==> config.mk <==
export PLATFORM = sky130hd
export DESIGN_NAME = idu_stage
export DESIGN_NICKNAME = d
export VERILOG_FILES = /design/src/rtl/idu_stage.sv
export SDC_FILE = /design/constraint.sdc
export NUM_CORES = 1
export LEC_CHECK = 0
export ABC_CLOCK_PERIOD_IN_PS = 4400
export CAP_MARGIN = 20
export CORE_AREA = 2 2 123 125
export CTS_BUF_LIST = sky130_fd_sc_hd__clkbuf_8
export DETAILED_ROUTE_END_ITERATION = 16
export DIE_AREA = 0 0 125 127
export PLACE_DENSITY = 0.93
export SLEW_MARGIN = 40
export SYNTH_ARGS = -nofsm -noshare
export SYNTH_HDL_FRONTEND = slang
export SYNTH_SLANG_ARGS = --single-unit
==> constraint.sdc <==
create_clock -name clk -period 4.4 [get_ports clk]
set_input_delay 0.88 -clock clk [delete_from_list [all_inputs] [get_ports clk]]
set_output_delay 0.88 -clock clk [all_outputs]
set_load 0.02 [all_outputs]
==> src/rtl/idu_stage.sv <==
// Decode stage: registers one OP / OP-IMM instruction per handshake and tallies illegal results.
// Optional flush port and behaviour are enabled by defining IDU_FLUSH_EN.
module idu_stage #(
    parameter int unsigned XLEN  = 32,
    parameter int unsigned DEC_W = 20
) (
    input  logic             clk,
    input  logic             rst,
    input  logic             in_valid_i,
    output logic             in_ready_o,
    input  logic [31:0]      pc_i,
    input  logic [31:0]      inst_i,
    output logic [4:0]       rs1_addr_o,
    output logic [4:0]       rs2_addr_o,
    input  logic [XLEN-1:0]  rs1_data_i,
    input  logic [XLEN-1:0]  rs2_data_i,
`ifdef IDU_FLUSH_EN
    input  logic             flush_i,
`endif
    output logic             out_valid_o,
    input  logic             out_ready_i,
    output logic [31:0]      pc_o,
    output logic [XLEN-1:0]  rs1_data_o,
    output logic [XLEN-1:0]  rs2_data_o,
    output logic [XLEN-1:0]  imm_o,
    output logic [4:0]       rd_addr_o,
    output logic             rd_we_o,
    output logic             illegal_o,
    output logic [DEC_W-1:0] dec_info_bus_o,
    output logic [15:0]      illegal_cnt_o
);

    localparam int unsigned CNT_W   = 16;
    localparam int unsigned OP_BITS = 20;
    localparam int unsigned IMM_W   = 12;

    localparam logic [4:0] OPC_OP     = 5'b01100;
    localparam logic [4:0] OPC_OP_IMM = 5'b00100;
    localparam logic [6:0] F7_BASE    = 7'b0000000;
    localparam logic [6:0] F7_ALT     = 7'b0100000;

    localparam logic [4:0] BIT_OR      = 5'd0;
    localparam logic [4:0] BIT_ADD     = 5'd1;
    localparam logic [4:0] BIT_SUB     = 5'd2;
    localparam logic [4:0] BIT_SLL     = 5'd3;
    localparam logic [4:0] BIT_SLT     = 5'd4;
    localparam logic [4:0] BIT_SLTU    = 5'd5;
    localparam logic [4:0] BIT_XOR     = 5'd6;
    localparam logic [4:0] BIT_SRL     = 5'd7;
    localparam logic [4:0] BIT_SRA     = 5'd8;
    localparam logic [4:0] BIT_AND     = 5'd9;
    localparam logic [4:0] BIT_ADDI    = 5'd10;
    localparam logic [4:0] BIT_SLTI    = 5'd11;
    localparam logic [4:0] BIT_SLTIU   = 5'd12;
    localparam logic [4:0] BIT_XORI    = 5'd13;
    localparam logic [4:0] BIT_ORI     = 5'd14;
    localparam logic [4:0] BIT_ANDI    = 5'd15;
    localparam logic [4:0] BIT_SLLI    = 5'd16;
    localparam logic [4:0] BIT_SRLI    = 5'd17;
    localparam logic [4:0] BIT_SRAI    = 5'd18;
    localparam logic [4:0] BIT_IMM_SEL = 5'd19;

    typedef struct packed {
        logic [31:0]      pc;
        logic [XLEN-1:0]  rs1;
        logic [XLEN-1:0]  rs2;
        logic [XLEN-1:0]  imm;
        logic [4:0]       rd;
        logic             we;
        logic             ill;
        logic [DEC_W-1:0] dec;
    } result_t;

    typedef enum logic {
        ST_EMPTY = 1'b0,
        ST_FULL  = 1'b1
    } state_t;

    state_t             state_q, state_d;
    result_t            res_q, res_d;
    logic [CNT_W-1:0]   cnt_q;

    logic               flush;
    logic               accept;
    logic               drain;
    logic               count_en;

    logic [4:0]         opcode;
    logic [2:0]         funct3;
    logic [6:0]         funct7;
    logic               hit;
    logic               is_op_imm;
    logic [4:0]         op_idx;
    logic [OP_BITS-1:0] dec_bits;
    logic               unused_bits;

`ifdef IDU_FLUSH_EN
    assign flush = flush_i;
`else
    assign flush = 1'b0;
`endif

    // Opcode low bits are not part of the class decode.
    assign unused_bits = ^inst_i[1:0];

    assign rs1_addr_o = inst_i[19:15];
    assign rs2_addr_o = inst_i[24:20];

    assign out_valid_o = (state_q == ST_FULL);
    assign in_ready_o  = !flush && (!out_valid_o || out_ready_i);
    assign accept      = in_valid_i && in_ready_o;
    assign drain       = out_valid_o && out_ready_i;
    assign count_en    = drain && res_q.ill && !flush;

    // Instruction classification into a single one-hot operation index.
    always_comb begin
        opcode    = inst_i[6:2];
        funct3    = inst_i[14:12];
        funct7    = inst_i[31:25];
        hit       = 1'b0;
        op_idx    = BIT_OR;
        is_op_imm = (opcode == OPC_OP_IMM);
        case (opcode)
            OPC_OP: begin
                if (funct7 == F7_BASE) begin
                    hit = 1'b1;
                    case (funct3)
                        3'b000:  op_idx = BIT_ADD;
                        3'b001:  op_idx = BIT_SLL;
                        3'b010:  op_idx = BIT_SLT;
                        3'b011:  op_idx = BIT_SLTU;
                        3'b100:  op_idx = BIT_XOR;
                        3'b101:  op_idx = BIT_SRL;
                        3'b110:  op_idx = BIT_OR;
                        default: op_idx = BIT_AND;
                    endcase
                end else if (funct7 == F7_ALT) begin
                    case (funct3)
                        3'b000: begin
                            hit    = 1'b1;
                            op_idx = BIT_SUB;
                        end
                        3'b101: begin
                            hit    = 1'b1;
                            op_idx = BIT_SRA;
                        end
                        default: hit = 1'b0;
                    endcase
                end
            end
            OPC_OP_IMM: begin
                case (funct3)
                    3'b000: begin
                        hit    = 1'b1;
                        op_idx = BIT_ADDI;
                    end
                    3'b001: begin
                        hit    = (funct7 == F7_BASE);
                        op_idx = BIT_SLLI;
                    end
                    3'b010: begin
                        hit    = 1'b1;
                        op_idx = BIT_SLTI;
                    end
                    3'b011: begin
                        hit    = 1'b1;
                        op_idx = BIT_SLTIU;
                    end
                    3'b100: begin
                        hit    = 1'b1;
                        op_idx = BIT_XORI;
                    end
                    3'b101: begin
                        if (funct7 == F7_BASE) begin
                            hit    = 1'b1;
                            op_idx = BIT_SRLI;
                        end else if (funct7 == F7_ALT) begin
                            hit    = 1'b1;
                            op_idx = BIT_SRAI;
                        end
                    end
                    3'b110: begin
                        hit    = 1'b1;
                        op_idx = BIT_ORI;
                    end
                    default: begin
                        hit    = 1'b1;
                        op_idx = BIT_ANDI;
                    end
                endcase
            end
            default: hit = 1'b0;
        endcase

        dec_bits = '0;
        if (hit) begin
            dec_bits[op_idx]      = 1'b1;
            dec_bits[BIT_IMM_SEL] = is_op_imm;
        end
    end

    // Next result assembled from the instruction and same-cycle regfile data.
    always_comb begin
        res_d     = '0;
        res_d.pc  = pc_i;
        res_d.rs1 = rs1_data_i;
        res_d.rs2 = rs2_data_i;
        res_d.imm = is_op_imm ? {{(XLEN-IMM_W){inst_i[31]}}, inst_i[31:20]} : '0;
        res_d.rd  = inst_i[11:7];
        res_d.we  = hit && (inst_i[11:7] != 5'd0);
        res_d.ill = !hit;
        res_d.dec[OP_BITS-1:0] = dec_bits;
    end

    always_ff @(posedge clk) begin
        if (rst) begin
            state_q <= ST_EMPTY;
        end else begin
            state_q <= state_d;
        end
    end

    // Output slot occupancy: filled on accept, emptied on drain or flush.
    always_comb begin
        state_d = state_q;
        case (state_q)
            ST_EMPTY: begin
                if (accept) begin
                    state_d = ST_FULL;
                end
            end
            ST_FULL: begin
                if (flush) begin
                    state_d = ST_EMPTY;
                end else if (out_ready_i && !accept) begin
                    state_d = ST_EMPTY;
                end
            end
            default: state_d = ST_EMPTY;
        endcase
    end

    always_ff @(posedge clk) begin
        if (rst) begin
            res_q <= '0;
        end else if (accept) begin
            res_q <= res_d;
        end
    end

    // Saturating tally of illegal results handed downstream.
    always_ff @(posedge clk) begin
        if (rst) begin
            cnt_q <= '0;
        end else if (count_en && (cnt_q != {CNT_W{1'b1}})) begin
            cnt_q <= cnt_q + CNT_W'(1);
        end
    end

    assign pc_o           = res_q.pc;
    assign rs1_data_o     = res_q.rs1;
    assign rs2_data_o     = res_q.rs2;
    assign imm_o          = res_q.imm;
    assign rd_addr_o      = res_q.rd;
    assign rd_we_o        = res_q.we;
    assign illegal_o      = res_q.ill;
    assign dec_info_bus_o = res_q.dec;
    assign illegal_cnt_o  = cnt_q;

endmodule

==> results.json <==
{
  "synthesis.nets": 865,
  "insertion_delay_ns": 0.45,
  "grt_max_degree": 77,
  "p_leak_nw": 3.38,
  "synth-edff-count": 0,
  "criticalPathCategory": "in -> out",
  "h-tree-depth": 4,
  "worstSetupEndpointType": "primary output",
  "coreArea_um2": 14400,
  "synth_area_leaders": "dfxtp_1 (52%), nand2_1 (15%), a21oi_1 (10%)",
  "via_count": 6012,
  "slew_violations": 0,
  "synth_warnings": 0,
  "wire_per_inst_um": 16.1,
  "synth_top_family_by_area": "simple AND/OR/NAND/NOR gates",
  "synth-seq-cells": 152,
  "rsz0062_at_grt": "no",
  "p_switching_w": 0.000805,
  "yosys-mux-area-fraction_pct": 0.170,
  "num_rows": 44,
  "grt_pass1_wl_mm": 29.5,
  "synth-compound-area-share_pct": 14.8,
  "mostFrequentLayoutCell": "clkdlybuf4s50_1",
  "drt-pass1-iter-count": 5,
  "final.min_clock_period_ns": 3.22,
  "power_frac_clock_pct": 39.1,
  "hold_violations": 0,
  "clockBufferDepth": 2,
  "clk_pin_slew_ns": 0.08,
  "synthCells": 732,
  "start_util_pct": 40.9,
  "vias_per_cell": 5.11,
  "drt_wl_total_mm": 19.0,
  "hold_class": "reg -> reg",
  "clock_sink_count": 152,
  "postCtsSetupBuffers": 0,
  "status": "finished, final reports clean",
  "synth_simple_gate_area_share_pct": 23.8,
  "synth_area_leader_cell": "dfxtp_1",
  "synth_top_area_share_pct": 51.5,
  "syn_area_um2": 5900,
  "place_ws_ns": 0.990,
  "tightestPinTransition_ns": 0.837,
  "syn_area_per_cell_um2": 8.07,
  "grt_pass1_vias": 5860,
  "sw_frac_of_total_pct": 25.2,
  "nets": 1113,
  "cts_hold_buf": 0,
  "die_w_um": 125,
  "synth_top_flop_cell": "dfxtp_1",
  "setup_ws_ns": 1.18,
  "finalSetupViolations": 0,
  "grt_use_total_pct": 23.1,
  "numPortBuffers": 302,
  "cts_tree": "built",
  "max_freq_mhz": 311,
  "skew_ns": 0.00828,
  "synth-async-reset-ratio_pct": 0,
  "worstPathArrival_ns": 2.34,
  "ant_nets": 0,
  "fillCellCount": 1145,
  "critPathMaxFanout": 4,
  "finalNonFillerCells": 1177,
  "fp.dieH_um": 127,
  "startpoint_type": "input port",
  "synthAdderAreaFrac_pct": 0.212,
  "syn_to_final_growth_pct": 57.1,
  "cp.required_ns": 3.52,
  "slew_headroom_pct": 44.2,
  "final.setup.tns_ns": 0,
  "cts_resized": 0,
  "dp_hpwl_mm": 13.1,
  "drive_above_1_share_pct": 4.93,
  "drc": 0,
  "antenna_cells": 0,
  "ys_seq_area_share_pct": 51.5,
  "first_iter_violations": 284,
  "combPwrFrac_pct": 15.3,
  "globalplace.congestion": 0.853,
  "fin_crit_sh_pct": 73.1,
  "io_pins": 315,
  "antenna_found_initial": 0,
  "ctsRootBufferMaster": "clkbuf_8",
  "placed_cells": 1145,
  "internal_power_w": 0.00239,
  "cts_buffers": 17,
  "power.density_nw_per_um2": 345,
  "synth_xor_xnor_area_share_pct": 2.37,
  "p_seq_share_pct": 45.7,
  "grt_overflow": 0,
  "vdd_drop_max_uv": 304,
  "maxCapViolations": 0,
  "final_cell_mix": "clkdlybuf4s50_1 (301), nand2_1 (233), dfxtp_1 (152)",
  "yosys.cell_types.count": 50,
  "die-area_um2": 15900
}
==> final cells by class <==
type	instances	area [um2]	share of cell area, %
timing repair buffer	307	3070	33.1
sequential	152	3040	32.8
multi-input combinational	500	2450	26.5
clock buffer	20	275	2.97
tap	184	230	2.48
clock inverter	12	195	2.10
inverter	2	7.51	0.0809
==> power by group through the flow <==
stage,sequential (W),combinational [W],clock (W)
after floorplan,0.00156,0.000155,0
after global placement,0.00149,0.000476,0
after detailed placement,0.00149,0.000486,0
after CTS,0.00146,0.000490,0.00126
after global routing,0.00147,0.000520,0.00132
final,0.00146,0.000488,0.00125
==> sequential cells by signal, indices dropped and copies added, names as in the netlist <==
name	flops
rd_we_o	1
pc_o	32
rs1_data_o	32
rs2_data_o	32
illegal_o	1
imm_o	12
dec_info_bus_o	20
illegal_cnt_o	16
out_valid_o	1
rd_addr_o	5
==> cell families after synthesis <==
kind of cell,count (synthesis)
buffers and inverters,80
multiplexers,1
adder cells (fa/ha/maj),1
flip-flops,152
AO/OA/AOI/OAI,158
AND/OR/NAND/NOR,324
XOR/XNOR,16
==> metal layers <==
layer	track usage (%)	share of wire (%)
met5	0	0
met4	7.97	1.7
met3	8.46	8.8
met2	42.5	52
met1	24.4	37
==> through the flow <==
step                total power, W  hold WS (ns)  utilization (%)  instance area (um2)
CTS                        0.00321         0.455             64.3                 9280
finish                     0.00320         0.455             64.3                 9280
floorplan                  0.00171         0.524                -                 5900
global placement           0.00196         0.437             61.0                 8800
global route               0.00331         0.473             64.3                 9280
detailed placement         0.00198         0.444             61.0                 8800
==> worst paths after layout <==
| path | startpoint | end | slack [ns] | cells past startpoint |
|---|---|---|---|---|
| max | out_ready_i | in_ready_o | 1.18 | 3 |
| min | dec_info_bus_o[14] | dec_info_bus_o[14] | 0.45 | 2 |
| max reg2reg | out_valid_o | rs2_data_o[13] | 2.07 | 6 |
| min reg2reg | dec_info_bus_o[14] | dec_info_bus_o[14] | 0.45 | 2 |
==> cell usage after synthesis, types with 2 or more instances <==
master / count
o21ai_1: 10
nand2b_1: 2
nor2b_1: 5
nand2_1: 234
clkbuf_1: 43
and4_1: 4
nand4b_1: 2
a31oi_1: 2
and2_1: 2
a32o_1: 2
xnor2_1: 5
and3_1: 4
a22o_1: 6
buf_2: 4
a21oi_1: 121
inv_1: 2
o21ai_0: 6
nand4_1: 7
nand3_1: 22
nor2_1: 23
nor3_1: 5
nor3b_1: 2
buf_4: 30
o21a_1: 2
dfxtp_1: 152
xor2_1: 11
==> critical path, stage by stage <==
cell and delay, ns:
clkdlybuf4s50_1 0.53, nand2b_1 0.27, clkdlybuf4s50_1 0.66
No activity file was read; power rests on OpenSTA's default activity.
==> variant 1, RTL diff (same settings) <==
Make the reset (`rst`) asynchronous in 3 clocked blocks.
--- a/src/rtl/idu_stage.sv
+++ b/src/rtl/idu_stage.sv
@@ -212,7 +212,7 @@
         res_d.dec[OP_BITS-1:0] = dec_bits;
     end
 
-    always_ff @(posedge clk) begin
+    always_ff @(posedge clk or posedge rst) begin
         if (rst) begin
             state_q <= ST_EMPTY;
         end else begin
@@ -240,7 +240,7 @@
         endcase
     end
 
-    always_ff @(posedge clk) begin
+    always_ff @(posedge clk or posedge rst) begin
         if (rst) begin
             res_q <= '0;
         end else if (accept) begin
@@ -249,7 +249,7 @@
     end
 
     // Saturating tally of illegal results handed downstream.
-    always_ff @(posedge clk) begin
+    always_ff @(posedge clk or posedge rst) begin
         if (rst) begin
             cnt_q <= '0;
         end else if (count_en && (cnt_q != {CNT_W{1'b1}})) begin
Behaviour: differs if rst is asserted again (counterexample within 4 cycles, from zero or initial values and one cycle with rst high); with rst held inactive, the same outputs for 10 cycles.
==> variant 1 against the unedited design <==
  * Non-clock buffer count unchanged
  * Sequential cell count unchanged
  * Setup slack better by 0.10 ns
  * Routed wire length down 6.4%
  * Global-route usage down 0.59 points
  * Synthesized area up 7.8%
  * Count of clock-buffer cells in the layout down 2
  * Design area up 6.2%
Power is not compared: it rests on default switching activity, and its combinational part moved more than twofold at a synthesized area within 25%.
==> variant 1: results (changes against the unedited design) <==
----------------------------------------------------
[Worst setup path]
  Largest stage delay on the critical path ... 0.67 ns
  Critical path arrival ... 2.24 ns (-0.10 ns)
  R2R Path End ... illegal_cnt_o[15]$_DFFE_PP0P_
  Length in cells of the worst reg-to-reg path ... 5 (-1)
  Crit Reg-Reg Startpoint ... out_valid_o$_DFF_PP0_
  Flop-to-flop setup slack ... 2.37 ns (+0.30 ns)

[Detailed routing]
  Detail-routed net length per standard cell ... 18.5 µm (+14%)
  Routed wire length ... 17800 µm (-6.4%)
  Total number of vias ... 4900 (-18%)
  Drt initial violations ... 355 (+25%)
  Drt pass-1 iters ... 4 (-1)

[Timing]
  Worst Hold Slack ... 0.483 ns (+0.0284 ns)
  Setup Skew ... 0.0114 ns (+0.00313 ns)
  Worst-margin pin slew ... 0.684 ns (-0.153 ns)

[Global routing]
  Met3 Use GR ... 0.0909 (+0.00628)
  Met1 capacity usage during global routing ... 0.241 (-0.00214)
  Global-route wire length before repair ... 28000 µm (-5.2%)
  Pin count of the biggest net entering global routing ... 153 (+99%)
  Vias in the first global route ... 5309 (-9.4%)
  Global-route total usage across every layer ... 0.225 (-0.00593)
  Global Route met2 Usage ... 0.394 (-0.0310)
  Number of antenna violations at the first check in global routing ... 1 (+1)

[Synth]
  Main synth FF type ... sky130_fd_sc_hd__dfrtp_1
  Proportion of synthesized chip area in sequential cells ... 0.598 (+0.0825)
  Synth area leaders ... sky130_fd_sc_hd__dfrtp_1 60%, sky130_fd_sc_hd__mux2_2 18%, sky130_fd_sc_hd__buf_4 3.5%
  Instance count of the mapped netlist ... 490 (-33%)
  Cell types with the highest counts after synthesis ... 152 x sky130_fd_sc_hd__dfrtp_1, 101 x sky130_fd_sc_hd__mux2_2, 57 x sky130_fd_sc_hd__nand2_1
  Fraction of synthesis flops using an asynchronous set or reset pin ... 1.00 (+1.00)
  Number of warnings reported in the yosys synthesis log ... 0 (unchanged)
  Number of nets produced by synthesis ... 623 (-28%)
  Number of distinct library cells after synthesis ... 49 (-2.0%)

[Power]
  Switch Pwr ... 1120 µW

[Run status]
  Run status ... finished, final reports clean

[Placement]
  Detailed placement HPWL ... 12900 µm (-1.6%)
  Routability congestion estimate from global placement ... 0.817 (-4.2%)
  Cell total after placement ... 928 (-19%)

[Min path]
  Start point of the worst hold path ... imm_o[9]$_DFFE_PP0P_
  Worst hold path endpoint ... imm_o[9]$_DFFE_PP0P_

[CTS]
  Root buffer cell ... sky130_fd_sc_hd__clkbuf_8
  Number of buffers added by the clock tree synthesis step ... 17 (unchanged)

[Floorplanning]
  Overall die area ... 0.0159 mm² (unchanged)

[Finish]
  Nets ... 897 (-19%)
  Share of layout cells above drive strength 1 ... 0.190 (+0.141)
  Number of filler cells placed in the layout ... 1024 (-11%)

----------------------------------------------------
==> variant 1: worst max-delay path by stage <==
| stage | to | slack [ns] | cells past startpoint |
|---|---|---|---|
| finish | in_ready_o | 1.28 | 3 |
| global route | dec_info_bus_o[1]$_DFFE_PP0P_ | 1.19 | 6 |
| CTS | in_ready_o | 1.28 | 3 |
| detailed placement | dec_info_bus_o[5]$_DFFE_PP0P_ | 1.00 | 6 |
| global placement | dec_info_bus_o[10]$_DFFE_PP0P_ | 1.05 | 6 |
| floorplan | dec_info_bus_o[0]$_DFFE_PP0P_ | 1.60 | 1 |
==> variant 1: final cells by class <==
class	instances	area share
Timing Repair Buffer	307	0.315
Clock buffer	18	0.0251
Sequential cell	152	0.386
Clock inverter	14	0.0198
Antenna cell	1	0.000254
Multi-Input combinational cell	281	0.228
Tap cell	184	0.0234
Inverter	5	0.00229
==> variant 1: cell families (layout without fill, tap and decap cells) <==
family / Yosys count / in the layout / synth area share
flops: 152 / 152 / 0.598
simple gates: 107 / 107 / 0.0855
mux: 101 / 101 / 0.179
buf+inv: 57 / 344 / 0.0513
compound gates: 54 / 54 / 0.0598
xor+xnor: 18 / 18 / 0.0248
fa+ha+maj: 1 / 1 / 0.00197
other cells: 0 / 1 / 0
==> variant 1: power groups by stage <==
stage	clock, µW	combinational [µW]	sequential [µW]
2_1_floorplan	0	265	1880
3_3_place_gp	0	984	1680
3_5_place_dp	0	1010	1690
4_1_cts	1210	1010	1670
5_1_grt	1270	1060	1690
6_report	1180	1010	1670
==> variant 1: through the flow <==
step / power [µW] / setup WS (ns) / utilization / area (µm²)
finish: 3850 / 1.28 / 0.683 / 9850
global route: 4020 / 1.19 / 0.683 / 9850
CTS: 3890 / 1.28 / 0.681 / 9820
detailed placement: 2700 / 1.00 / 0.650 / 9370
global placement: 2660 / 1.05 / 0.650 / 9370
floorplan: 2150 / 1.60 / - / 6370
==> variant 1: routing by layer <==
layer / part of all wire / up-vias
met5: 0 / -
met4: 0.039 / 0
met3: 0.085 / 48
met2: 0.51 / 238
met1: 0.36 / 2380
li1: - / 2234
==> variant 1: worst max-delay path: cells and delay by family <==
kind / cells / cell delay, ns
buf+inv: 2 / 1.14
simple gates: 1 / 0.22
==> variant 2, RTL diff (config.mk and constraints unchanged) <==
Without the edit above. The option `IDU_FLUSH_EN` is turned on by a define.
--- a/src/rtl/idu_stage.sv
+++ b/src/rtl/idu_stage.sv
@@ -1,5 +1,7 @@
 // Decode stage: registers one OP / OP-IMM instruction per handshake and tallies illegal results.
 // Optional flush port and behaviour are enabled by defining IDU_FLUSH_EN.
+`define IDU_FLUSH_EN
+
 module idu_stage #(
     parameter int unsigned XLEN  = 32,
     parameter int unsigned DEC_W = 20
Ports: changed (added flush_i); port bits go from 315 to 316. No check against the original RTL was run, so the function may have changed too.
==> variant 2 against the unedited design <==
  * Design area grew 0.42%
  * Routed wire length shrank 1.4%
  * Final cell count grew 0.93%
  * Core utilization grew 0.27 points
  * Sequential cell count is the same
  * Global-route usage shrank 0.067 points
  * Total power shrank 8.4%
  * First-iteration DRC count grew 30%
  * Highest routed layer unchanged
  * Setup slack gained 0.20 ns
  * Synthesized area grew 1.8%
==> variant 2: results (changes against the unedited design) <==
----------------------------------------------------
[Run status]
  Run status ... finished, final reports clean

[Synth]
  Number of distinct library cells after synthesis ... 52 (+4.0%)
  Proportion of synthesized chip area in sequential cells ... 0.506 (-0.00912)
  Cell types with the highest counts after synthesis ... 232 x sky130_fd_sc_hd__nand2_1, 152 x sky130_fd_sc_hd__dfxtp_1, 119 x sky130_fd_sc_hd__a21oi_1
  Synth area leaders ... sky130_fd_sc_hd__dfxtp_1 51%, sky130_fd_sc_hd__nand2_1 14%, sky130_fd_sc_hd__a21oi_1 9.9%
  Number of nets produced by synthesis ... 878 (+1.5%)

[Detailed routing]
  Met3 routed wirelength ... 1760 µm (+5.6%)
  Total length of routed met2 wires ... 9200 µm (-6.7%)
  Detail-routed net length per standard cell ... 15.7 µm (-2.4%)
  M1 wire length ... 7180 µm (+0.94%)

[Worst setup path]
  Length in cells of the worst reg-to-reg path ... 5 (-1)
  Crit Reg-Reg Startpoint ... illegal_cnt_o[7]$_SDFFE_PP0P_
  R2R Path End ... illegal_cnt_o[1]$_SDFFE_PP0P_
  Critical path arrival ... 2.14 ns (-0.20 ns)
  Highest net fanout along the worst path ... 3 (-1)

[Power]
  Leak ... 0.00329 µW (-2.8%)
  Worst IR drop on VDD ... 0.245 mV (-19%)

[Finish]
  Share of layout cells above drive strength 1 ... 0.0458 (-0.00353)
  Number of filler cells placed in the layout ... 1132 (-1.1%)

[Placement]
  Detailed placement HPWL ... 13300 µm (+1.6%)
  PortBufs ... 303 (+0.33%)
  Routability congestion estimate from global placement ... 0.898 (+5.3%)

[Timing]
  Relative max-transition margin ... 0.501 (+0.0591)
  Setup Skew ... 0.0107 ns (+0.00239 ns)

[Global routing]
  Pin count of the biggest net entering global routing ... 88 (+14%)
  Global-route wire length before repair ... 29400 µm (-0.38%)
  Vias in the first global route ... 5809 (-0.87%)

----------------------------------------------------
-- variant 2: layer usage --
metal | track usage | vias up
li1 | - | 2946
met1 | 0.260 | 2812
met2 | 0.399 | 280
met3 | 0.0791 | 37
met4 | 0.0961 | 0
met5 | 0 | -
-- variant 2: layout make-up --
| class | count | area share |
|---|---|---|
| timing repair buffer | 309 | 0.332 |
| sequential | 152 | 0.327 |
| multi-input combinational | 509 | 0.274 |
| clock buffer | 21 | 0.0310 |
| tap | 184 | 0.0247 |
| clock inverter | 9 | 0.0107 |
| inverter | 4 | 0.00161 |
-- variant 2: logic make-up (layout without fill, tap and decap cells) --
| kind of cell | count (synthesis) | after routing | synth area share |
|---|---|---|---|
| multiplexers | 1 | 1 | 0.00167 |
| AND/OR/NAND/NOR | 329 | 329 | 0.243 |
| XOR/XNOR | 16 | 16 | 0.0233 |
| AO/OA/AOI/OAI | 162 | 162 | 0.153 |
| buffers and inverters | 83 | 343 | 0.0714 |
| adder cells (fa/ha/maj) | 1 | 1 | 0.00208 |
| flip-flops | 152 | 152 | 0.506 |
-- variant 2: how the worst max path moves through the flow --
stage	endpoint
2_1_floorplan	dec_info_bus_o[16]$_SDFFE_PP0P_
3_3_place_gp	dec_info_bus_o[4]$_SDFFE_PP0P_
3_5_place_dp	dec_info_bus_o[0]$_SDFFE_PP0P_
4_1_cts	in_ready_o
5_1_grt	in_ready_o
6_report	in_ready_o
-- variant 2: stage by stage --
step                      cells  cell area, µm²  setup WS [ns]  hold WS (ns)  power, µW
after floorplan             744            6010           1.92         0.525       1670
after global placement     1158            8920           1.18         0.438       1890
after detailed placement   1158            8920           1.14         0.442       1900
after CTS                  1188            9310           1.38         0.453       2950
after global routing       1188            9310           1.31         0.469       3050
final                      1188            9310           1.38         0.452       2930
-- variant 2: power breakdown --
part           internal, µW  switching (µW)
sequential             1420            22.5
clock                   553             503
combinational           218             213
total                  2190             738
-- variant 2: worst max-delay path, cell delays in order --
cell and delay (ns):
sky130_fd_sc_hd__clkdlybuf4s50_1 0.49, sky130_fd_sc_hd__nor2b_1 0.07, sky130_fd_sc_hd__nor2_1 0.08, sky130_fd_sc_hd__clkdlybuf4s50_1 0.62
